### config.mk
export PLATFORM = sky130hd
export DESIGN_NAME = tdm_frame_collector
export DESIGN_NICKNAME = d
export VERILOG_FILES = /design/src/rtl/tdm_pkg.sv /design/src/rtl/tdm_settle_gate.sv /design/src/rtl/tdm_frame_collector.sv
export SDC_FILE = /design/constraint.sdc
export NUM_CORES = 1
export LEC_CHECK = 0
export CORE_MARGIN = 2
export CORE_UTILIZATION = 53
export DETAILED_ROUTE_END_ITERATION = 7
export PLACE_DENSITY_LB_ADDON = 0.1
export RECOVER_POWER = 50
export SLEW_MARGIN = 20
export SYNTH_ARGS = -nofsm -noshare
export SYNTH_HDL_FRONTEND = slang
export SYNTH_SLANG_ARGS = --single-unit
### constraint.sdc
create_clock -name clk -period 3.75 [get_ports clk]
set_clock_uncertainty 0.2 [all_clocks]
set_input_delay 0.375 -clock clk [delete_from_list [all_inputs] [get_ports clk]]
set_output_delay 0.375 -clock clk [all_outputs]
set_load 0.005 [all_outputs]
### src/rtl/tdm_pkg.sv
`default_nettype none
// +----------------------------------------------------------------------+
// | tdm_pkg: shared types and the select-decode helper for the TDM       |
// | frame collector.                                                      |
// | Revision: 1.0                                                         |
// +----------------------------------------------------------------------+
package tdm_pkg;

  localparam int NUM_CH = 4;

  typedef logic [1:0] ch_idx_t;

  typedef enum logic [0:0] {
    SYNC    = 1'b0,
    COLLECT = 1'b1
  } state_t;

  typedef struct packed {
    logic    ok;
    ch_idx_t idx;
  } ch_dec_t;

  // ok is low for an all-zero or multi-hot select vector
  function automatic ch_dec_t onehot_to_idx(input logic [NUM_CH-1:0] sel);
    ch_dec_t r;
    r.ok  = 1'b1;
    r.idx = 2'd0;
    case (sel)
      4'b0001: r.idx = 2'd0;
      4'b0010: r.idx = 2'd1;
      4'b0100: r.idx = 2'd2;
      4'b1000: r.idx = 2'd3;
      default: r.ok  = 1'b0;
    endcase
    return r;
  endfunction

endpackage
`default_nettype wire

### src/rtl/tdm_settle_gate.sv
`default_nettype none
// +----------------------------------------------------------------------+
// | tdm_settle_gate: tracks the mux select vector and flags when ADC      |
// | samples have settled long enough after a select change to be used.   |
// | Revision: 1.0                                                         |
// +----------------------------------------------------------------------+
module tdm_settle_gate import tdm_pkg::*; #(
  parameter int SETTLE_CYC = 2
) (
  input  logic              clk,
  input  logic              RST,
  input  logic [NUM_CH-1:0] i_sel,
  output logic              o_elig
);

  localparam logic [3:0] c_SETTLE = 4'(SETTLE_CYC);

  logic [NUM_CH-1:0] r_sel;
  logic [3:0]        r_cnt;
  logic [3:0]        w_cnt_nxt;
  logic              w_chg;

  assign w_chg = (i_sel != r_sel);

  // The count seen by the current cycle already includes this cycle's reload
  // or decrement, so a change cycle is never eligible unless SETTLE_CYC is 0.
  always_comb begin
    w_cnt_nxt = 4'd0;
    if (w_chg)
      w_cnt_nxt = c_SETTLE;
    else if (r_cnt != 4'd0)
      w_cnt_nxt = r_cnt - 4'd1;
  end

  assign o_elig = (w_cnt_nxt == 4'd0);

  always_ff @(posedge clk or posedge RST) begin
    if (RST) begin
      r_sel <= '0;
      r_cnt <= c_SETTLE;
    end else begin
      r_sel <= i_sel;
      r_cnt <= w_cnt_nxt;
    end
  end

endmodule
`default_nettype wire

### src/rtl/tdm_frame_collector.sv
`default_nettype none
// +----------------------------------------------------------------------+
// | tdm_frame_collector: gathers settled, channel-tagged ADC samples into |
// | ordered 4-channel frames and offers them on a valid/ready port.       |
// | Revision: 1.0                                                         |
// +----------------------------------------------------------------------+
module tdm_frame_collector import tdm_pkg::*; #(
  parameter int DATA_W     = 12,
  parameter int SETTLE_CYC = 2
) (
  input  logic                  clk,
  input  logic                  RST,
  input  logic                  CH1,
  input  logic                  CH2,
  input  logic                  CH3,
  input  logic                  CH4,
  input  logic                  smp_valid,
  input  logic [DATA_W-1:0]     smp_data,
  output logic                  frm_valid,
  input  logic                  frm_ready,
  output logic [4*DATA_W-1:0]   frm_data,
  output logic                  sel_err,
  output logic                  seq_err,
  output logic                  ovf
);

  logic [NUM_CH-1:0] w_sel;
  ch_dec_t           w_dec;
  logic              w_elig;
  logic              w_take;
  logic              w_bad_sel;

  state_t            r_state;
  state_t            w_state_nxt;
  ch_idx_t           r_exp;
  ch_idx_t           w_exp_nxt;

  logic              w_store;
  logic              w_complete;
  logic              w_seq_fault;
  logic              w_load;

  logic [DATA_W-1:0]   r_slot0;
  logic [DATA_W-1:0]   r_slot1;
  logic [DATA_W-1:0]   r_slot2;
  logic                r_frm_valid;
  logic [4*DATA_W-1:0] r_frm_data;
  logic                r_sel_err;
  logic                r_seq_err;
  logic                r_ovf;

  assign w_sel = {CH4, CH3, CH2, CH1};
  assign w_dec = onehot_to_idx(w_sel);

  tdm_settle_gate #(
    .SETTLE_CYC (SETTLE_CYC)
  ) u_settle (
    .clk    (clk),
    .RST    (RST),
    .i_sel  (w_sel),
    .o_elig (w_elig)
  );

  assign w_take    = smp_valid & w_elig & w_dec.ok;
  assign w_bad_sel = smp_valid & ~w_dec.ok;

  always_ff @(posedge clk or posedge RST) begin
    if (RST) begin
      r_state <= SYNC;
      r_exp   <= 2'd0;
    end else begin
      r_state <= w_state_nxt;
      r_exp   <= w_exp_nxt;
    end
  end

  // A repeat of the channel just stored (idx == exp-1) is silently ignored.
  always_comb begin
    w_state_nxt = r_state;
    w_exp_nxt   = r_exp;
    if (w_bad_sel) begin
      w_state_nxt = SYNC;
      w_exp_nxt   = 2'd0;
    end else if (w_take) begin
      case (r_state)
        SYNC: begin
          if (w_dec.idx == 2'd0) begin
            w_state_nxt = COLLECT;
            w_exp_nxt   = 2'd1;
          end
        end
        COLLECT: begin
          if (w_dec.idx == r_exp) begin
            if (w_dec.idx == 2'd3) begin
              w_state_nxt = SYNC;
              w_exp_nxt   = 2'd0;
            end else begin
              w_exp_nxt = r_exp + 2'd1;
            end
          end else if (w_dec.idx != r_exp - 2'd1) begin
            if (w_dec.idx == 2'd0) begin
              w_exp_nxt = 2'd1;
            end else begin
              w_state_nxt = SYNC;
              w_exp_nxt   = 2'd0;
            end
          end
        end
        default: begin
          w_state_nxt = SYNC;
          w_exp_nxt   = 2'd0;
        end
      endcase
    end
  end

  always_comb begin
    w_store     = 1'b0;
    w_complete  = 1'b0;
    w_seq_fault = 1'b0;
    if (w_take) begin
      if (r_state == SYNC) begin
        w_store = (w_dec.idx == 2'd0);
      end else if (w_dec.idx == r_exp) begin
        w_store    = 1'b1;
        w_complete = (w_dec.idx == 2'd3);
      end else if (w_dec.idx != r_exp - 2'd1) begin
        w_seq_fault = 1'b1;
        w_store     = (w_dec.idx == 2'd0);
      end
    end
  end

  assign w_load = w_complete & (~r_frm_valid | frm_ready);

  always_ff @(posedge clk or posedge RST) begin
    if (RST) begin
      r_slot0 <= '0;
      r_slot1 <= '0;
      r_slot2 <= '0;
    end else if (w_store) begin
      case (w_dec.idx)
        2'd0:    r_slot0 <= smp_data;
        2'd1:    r_slot1 <= smp_data;
        2'd2:    r_slot2 <= smp_data;
        default: ;
      endcase
    end
  end

  always_ff @(posedge clk or posedge RST) begin
    if (RST) begin
      r_frm_valid <= 1'b0;
      r_frm_data  <= '0;
      r_sel_err   <= 1'b0;
      r_seq_err   <= 1'b0;
      r_ovf       <= 1'b0;
    end else begin
      if (w_load) begin
        r_frm_valid <= 1'b1;
        r_frm_data  <= {smp_data, r_slot2, r_slot1, r_slot0};
      end else if (r_frm_valid & frm_ready) begin
        r_frm_valid <= 1'b0;
      end
      if (w_complete & ~w_load) r_ovf <= 1'b1;
      if (w_bad_sel)            r_sel_err <= 1'b1;
      if (w_seq_fault)          r_seq_err <= 1'b1;
    end
  end

  assign frm_valid = r_frm_valid;
  assign frm_data  = r_frm_data;
  assign sel_err   = r_sel_err;
  assign seq_err   = r_seq_err;
  assign ovf       = r_ovf;

endmodule
`default_nettype wire

==> results of run 1 <==
==> layer usage <==
layer,vias to the layer above,share of wire [%],global-route usage [%]
li1,1190,-,-
met2,71,50,30.6
met1,1289,44,27.6
met4,0,1.4,7.48
met3,10,4.8,5.16
met5,-,0,0
==> state kept, by name (all words and copies together) (netlist names) <==
name	cells
sel_err	1
r_slot1	12
frm_data	48
u_settle.r_cnt	4
ovf	1
r_slot2	12
r_slot0	12
frm_valid	1
seq_err	1
u_settle.r_sel	4
r_exp	2
r_state	1
==> final timing paths <==
| check | start | to | slack, ns | cells after the start |
|---|---|---|---|---|
| worst min register to register | seq_err | seq_err | 0.29 | 1 |
| worst min-delay path | seq_err | seq_err | 0.29 | 1 |
| worst max-delay path | CH2 | frm_data[11] | 0.81 | 8 |
| worst max register to register | u_settle.r_cnt[2] | frm_data[11] | 1.23 | 7 |
| max in group asynchronous | RST | r_slot0[6] | 0.99 | 2 |
| min in group asynchronous | RST | r_slot2[1] | 0.95 | 2 |
==> cell usage after synthesis, drive strengths merged <==
library cell | n | area (um^2)
dfrtp | 98 | 2450
mux2 | 84 | 1020
buf | 12 | 100
nor2 | 9 | 33.8
nand2b | 6 | 37.5
nand3b | 6 | 45.0
nand2 | 5 | 18.8
nand3 | 5 | 25.0
a211oi | 4 | 35.0
a21oi | 4 | 23.8
nor3 | 4 | 20.0
xnor2 | 4 | 35.0
inv | 3 | 11.3
o2111ai | 3 | 38.8
a211o | 2 | 17.5
and3 | 2 | 12.5
clkbuf | 2 | 7.51
nand4 | 2 | 25.0
nor2b | 2 | 12.5
o21ai | 2 | 10.0
o21bai | 2 | 15.0
o31ai | 2 | 15.0
or3b | 2 | 17.5
a2111o | 1 | 11.3
a2111oi | 1 | 15.0
a31o | 1 | 8.76
a31oi | 1 | 6.26
a32o | 1 | 10.0
and2 | 1 | 6.26
and4 | 1 | 8.76
dfstp | 1 | 26.3
nand4b | 1 | 8.76
nand4bb | 1 | 11.3
nor4b | 1 | 15.0
o211a | 1 | 10.0
o211ai | 1 | 7.51
o21a | 1 | 7.51
o311a | 1 | 10.0
o31a | 1 | 8.76
o41ai | 1 | 8.76
or2 | 1 | 6.26
xor2 | 1 | 16.3
==> cells by family after synthesis <==
| family | Yosys count |
|---|---|
| AND/OR/NAND/NOR | 49 |
| multiplexers | 84 |
| flip-flops | 99 |
| XOR/XNOR | 5 |
| AO/OA/AOI/OAI | 30 |
| buffers and inverters | 17 |
==> power groups by stage <==
stage	clock, mW	sequential [mW]	combinational [mW]
floorplan	0	1.10	0.0512
global placement	0	1.10	0.0937
detailed placement	0	1.10	0.0938
CTS	0.726	1.08	0.0944
global route	0.777	1.08	0.102
finish	0.709	1.08	0.0897
==> final cells by class <==
class                      count  area, um^2
clock inverter                 7        81.3
multi-input combinational    168        1650
clock buffer                   9         124
inverter                       3        11.3
fill                         556        2460
timing repair buffer          81         798
tap                          102         128
sequential                    99        2480
==> worst register-to-register path, cell delays in order (launching register included) <==
cell and delay [ns]:
dfrtp_1 0.42, nor3_1 0.37, nand4b_1 0.25, a211oi_2 0.20
buf_4 0.17, nand4bb_4 0.20, buf_12 0.26, mux2_4 0.36
==> qor.csv, run 1 <==
stage;metric;value;unit
place;pre-CTS setup slack;0.543;ns
setup_path;Crit-path slowest cell;dlygate4sd3_1;
grt;initial antenna violation count;0;
clock_network;setup bufs post-CTS;0;
clock_network;clock latency on the worst-skew pair;0.36;ns
finish;ratio of cells with drive above 1 in the final layout;33.5;%
finish;post-route core utilization;68.2;%
grt;vias in the first global route;2616;
run;total of max-cap violations;1;
routing;TritonRoute pass-1 iters;4;
setup_path;maximum fanout along the worst path;42;
sta;fin crit share;78.3;%
logic_synthesis;syn nets;304;
setup_path;Max stage delay on crit path;0.85;ns
routing;DR vias;2560;
routing;DR vias/cell;5.46;
setup_path;crit path cell chain;dlygate4sd3_1, xnor2_1, nand4_1, a211oi_2, buf_4, nand4bb_4, buf_12, mux2_4;
place;input/output buffers;71;
finish;Layout Nets;382;
routing;antenna-violating nets left;0;
floorplan;Die Span X;93.4;um
clock_network;htree depth;3;
logic_synthesis;post-synth cell types;49;
routing;WL final;7.99;mm
finish;commonest non-fill, non-tap cell in the layout;dfrtp_1;
logic_synthesis;Mean Syn Cell Area;14.9;um^2
sta;min Tclk post-route;2.94;ns
routing;Residual DRC;0;
routing;Wirelength per Cell;17.0;um
logic_synthesis;simple-gate share of the synthesized area;7.18;%
sta;Setup Viol. Count Final;0;
clock_network;post-CTS sizing;0;
logic_synthesis;Yosys warning total;0;
place;Post-DP Area;0.00507;mm^2
logic_synthesis;Synth Area in Compound Gates;6.12;%
logic_synthesis;adder-cell share of the synthesized area;0;%
logic_synthesis;Yosys reg bits;99;
clock_network;clk buf depth;2;
clock_network;number of buffers created by CTS;9;
sta;Worst-Margin Slew;2.42;ns
pwr;Net Sw Power;0.447;mW
clock_network;Clock transition at path regs;0.10;ns
place;post-DP HPWL;5.44;mm
pwr;Comb power frac;4.8;%
logic_synthesis;post-synthesis sequential area ratio;58.6;%
clock_network;CTS Root Cell;clkbuf_8;
logic_synthesis;Post-Syn Area;0.00423;mm^2
floorplan;Die Y;93.4;um
sta;Hold Slack;0.286;ns
setup_path;CP endpoint kind;flop;
sta;RSZ-0062 raised after global routing;false;
pwr;total power;1.88;mW
grt;remaining global-route overflow;0;
pwr;power per cell area;356;mW/mm^2
setup_path;crit path DAT;2.98;ns
floorplan;Core Area;0.00773;mm^2
floorplan;Initial Util;54.8;%
floorplan;# IOs;72;
grt;largest net degree at the start of global routing;68;
routing;Starting DRT DRC Count;76;
finish;Final Non-Filler Cells;469;
floorplan;row cnt;32;
setup_path;crit path kind;in2reg;
setup_path;number of buffers and inverters on the critical path;3;
floorplan;Die Area;0.00872;mm^2
sta;worst setup margin;0.813;ns
logic_synthesis;largest family of logic cells by synthesized area;multiplexers;
sta;final hold violations;0;
pwr;VDD IR max;0.172;mV
grt;first-pass GRT wire length;13.4;mm
worst_hold_path;Tightest Hold Check Type;reg2reg;
clock_network;CTS tree;yes;
finish;Final Instance Area;0.00527;mm^2
pwr;Leakage Power;2.60;nW
logic_synthesis;mux contribution to synthesized area;24.1;%
finish;Area Overhead vs Synth;24.4;%
clock_network;number of hold buffers added after cts;0;
logic_synthesis;Post-Synthesis Cells;284;
sta;final setup TNS;0;ns
sta;Slew Viols, Final;68;
setup_path;Critical Path Start Type;input port;
run_status;status;complete, but fails checks;
setup_path;critical path's top delay family;buffers and inverters;
pwr;switching power share of the total;23.8;%
place;cell total after placement;453;
pwr;Clk pwr share;37.8;%
pwr;sequential power share;57.4;%
grt;all-layer global routing usage;20.0;%
clock_network;CTS Sinks;99;
sta;maximum clock frequency;340;MHz
logic_synthesis;XOR/XNOR share of the synthesized area;1.21;%
place;routability cong.;0.814;
setup_path;Worst EP required;3.80;ns
pwr;P_int;1.43;mW
sta;Slew headroom;-61.5;%
run_status;failing checks;max-capacitance violations, max-slew violations;
finish;ANT cells;0;
finish;most frequent cells in the layout;dfrtp_1, mux2_2, clkdlybuf4s50_1, dlygate4sd3_1, mux2_4;
Power figures use the tool's default switching activity.
==> inputs of run 2 (changes only) <==
Clock period 3.75 ns to 2.9 ns, I/O delays scaled along.
==> qor.csv, run 2 (same netlist as run 1, synthesis figures left out) <==
stage;metric;value;unit
grt;vias in the first global route;2700;
run;total of max-cap violations;0;
clock_network;Clock transition at path regs;0.09;ns
setup_path;Critical Path Start Type;input port;
sta;Slew Viols, Final;0;
clock_network;CTS Root Cell;clkbuf_8;
setup_path;CP endpoint kind;flop;
routing;DR vias/cell;5.53;
routing;Starting DRT DRC Count;99;
floorplan;Core Area;0.00773;mm^2
sta;Worst-Margin Slew;1.42;ns
routing;Residual DRC;0;
clock_network;CTS Sinks;99;
finish;Final Non-Filler Cells;477;
place;routability cong.;0.808;
sta;Slew headroom;4.67;%
clock_network;CTS tree;yes;
sta;worst setup margin;0.327;ns
clock_network;number of hold buffers added after cts;0;
grt;largest net degree at the start of global routing;49;
sta;min Tclk post-route;2.57;ns
finish;max FFs per register;48;
finish;Filler cells;535;
place;input/output buffers;71;
setup_path;crit path kind;in2reg;
clock_network;clk buf depth;2;
routing;Wirelength per Cell;16.9;um
routing;antenna-violating nets left;0;
finish;ANT cells;0;
finish;Area Overhead vs Synth;27.3;%
floorplan;Die Area;0.00872;mm^2
finish;ratio of cells with drive above 1 in the final layout;35.2;%
grt;first-pass GRT wire length;13.4;mm
pwr;VDD IR max;0.320;mV
place;post-DP HPWL;5.47;mm
grt;all-layer global routing usage;20.0;%
sta;maximum clock frequency;389;MHz
setup_path;Crit-path slowest cell;dlygate4sd3_1;
floorplan;Die Span X;93.4;um
routing;DR vias;2637;
pwr;Leakage Power;2.64;nW
clock_network;htree depth;3;
worst_hold_path;Tightest Hold Check Type;reg2reg;
finish;commonest non-fill, non-tap cell in the layout;dfrtp_1;
routing;TritonRoute pass-1 iters;4;
floorplan;Initial Util;54.8;%
finish;most frequent cells in the layout;dfrtp_1, mux2_2, clkdlybuf4s50_1, dlygate4sd3_1, mux2_4;
pwr;power per cell area;451;mW/mm^2
clock_network;clock latency on the worst-skew pair;0.36;ns
setup_path;FF-to-FF setup slack;0.46;ns
sta;final setup TNS;0;ns
floorplan;Die Y;93.4;um
run_status;status;finished clean;
sta;Setup Viol. Count Final;0;
sta;RSZ-0062 raised after global routing;false;
grt;initial antenna violation count;0;
sta;fin crit share;88.7;%
grt;remaining global-route overflow;0;
floorplan;# IOs;72;
finish;Layout Nets;390;
routing;WL final;8.04;mm
setup_path;Worst EP required;2.95;ns
finish;Reg area;0.00248;mm^2
clock_network;setup bufs post-CTS;0;
pwr;total power;2.43;mW
place;pre-CTS setup slack;0.0920;ns
sta;final hold violations;0;
place;cell total after placement;461;
sta;Hold Slack;0.282;ns
finish;area of the multi-input gates;0.00165;mm^2
clock_network;number of buffers created by CTS;9;
setup_path;crit path DAT;2.62;ns
setup_path;crit path cell chain;dlygate4sd3_1, buf_4, xnor2_1, nand4_2, a211oi_1, o211a_1, buf_12, mux2_2;
floorplan;row cnt;32;
clock_network;post-CTS sizing;0;
setup_path;maximum fanout along the worst path;12;
setup_path;Max stage delay on crit path;0.59;ns
==> run 2: changes by cell type in the layout (fill, tap and decap cells not counted), moves of 2 or more <==
cell,delta
clkdlybuf4s50_1,+2
clkbuf_2,+2
buf_12,+5
dlygate4sd3_1,-2
clkinv_4,+2
inv_6,-2
==> run 2: report_power, final <==
part	switching [mW]	internal, mW
logic	0.0758	0.0553
clock network	0.496	0.412
registers	0.00460	1.39
total	0.577	1.85
==> run 2: routing by layer <==
metal  part of all wire, %  GRT usage (%)  vias up
met3                   3.3           3.22       14
met1                    46           27.4     1352
met4                   2.0           8.21        0
li1                      -              -     1213
met2                    48           32.0       58
met5                     0              0        -
==> run 2: cell type report <==
class / count / share of cell area, %
Sequential cell: 99 / 46.0
Multi-Input combinational cell: 168 / 30.6
Timing Repair Buffer: 89 / 16.9
Tap cell: 102 / 2.37
Clock buffer: 9 / 2.30
Clock inverter: 7 / 1.56
Inverter: 3 / 0.232
==> run 2: worst max-delay path: cells and delay by family <==
family / cells / cell delay [ns]
xor+xnor: 1 / 0.21
mux: 1 / 0.34
compound gates: 2 / 0.64
buf+inv: 3 / 0.94
simple gates: 1 / 0.20
==> run 2: path summary, 6_finish.rpt <==
check                      cells past startpoint            to  startpoint
setup / recovery                               8    r_slot0[9]         CH2
hold / removal                                 1           ovf         ovf
setup reg to reg                               6    r_slot0[9]    r_exp[0]
hold reg to reg                                1           ovf         ovf
max in group asynchronous                      3      r_exp[0]         RST
min in group asynchronous                      2  frm_data[38]         RST
==> run 2: metrics by stage <==
stage          instance area, um^2  util (%)
2_1_floorplan                 4240         -
3_3_place_gp                  5210      67.4
3_5_place_dp                  5210      67.4
4_1_cts                       5410      70.1
5_1_grt                       5390      69.8
6_report                      5390      69.8
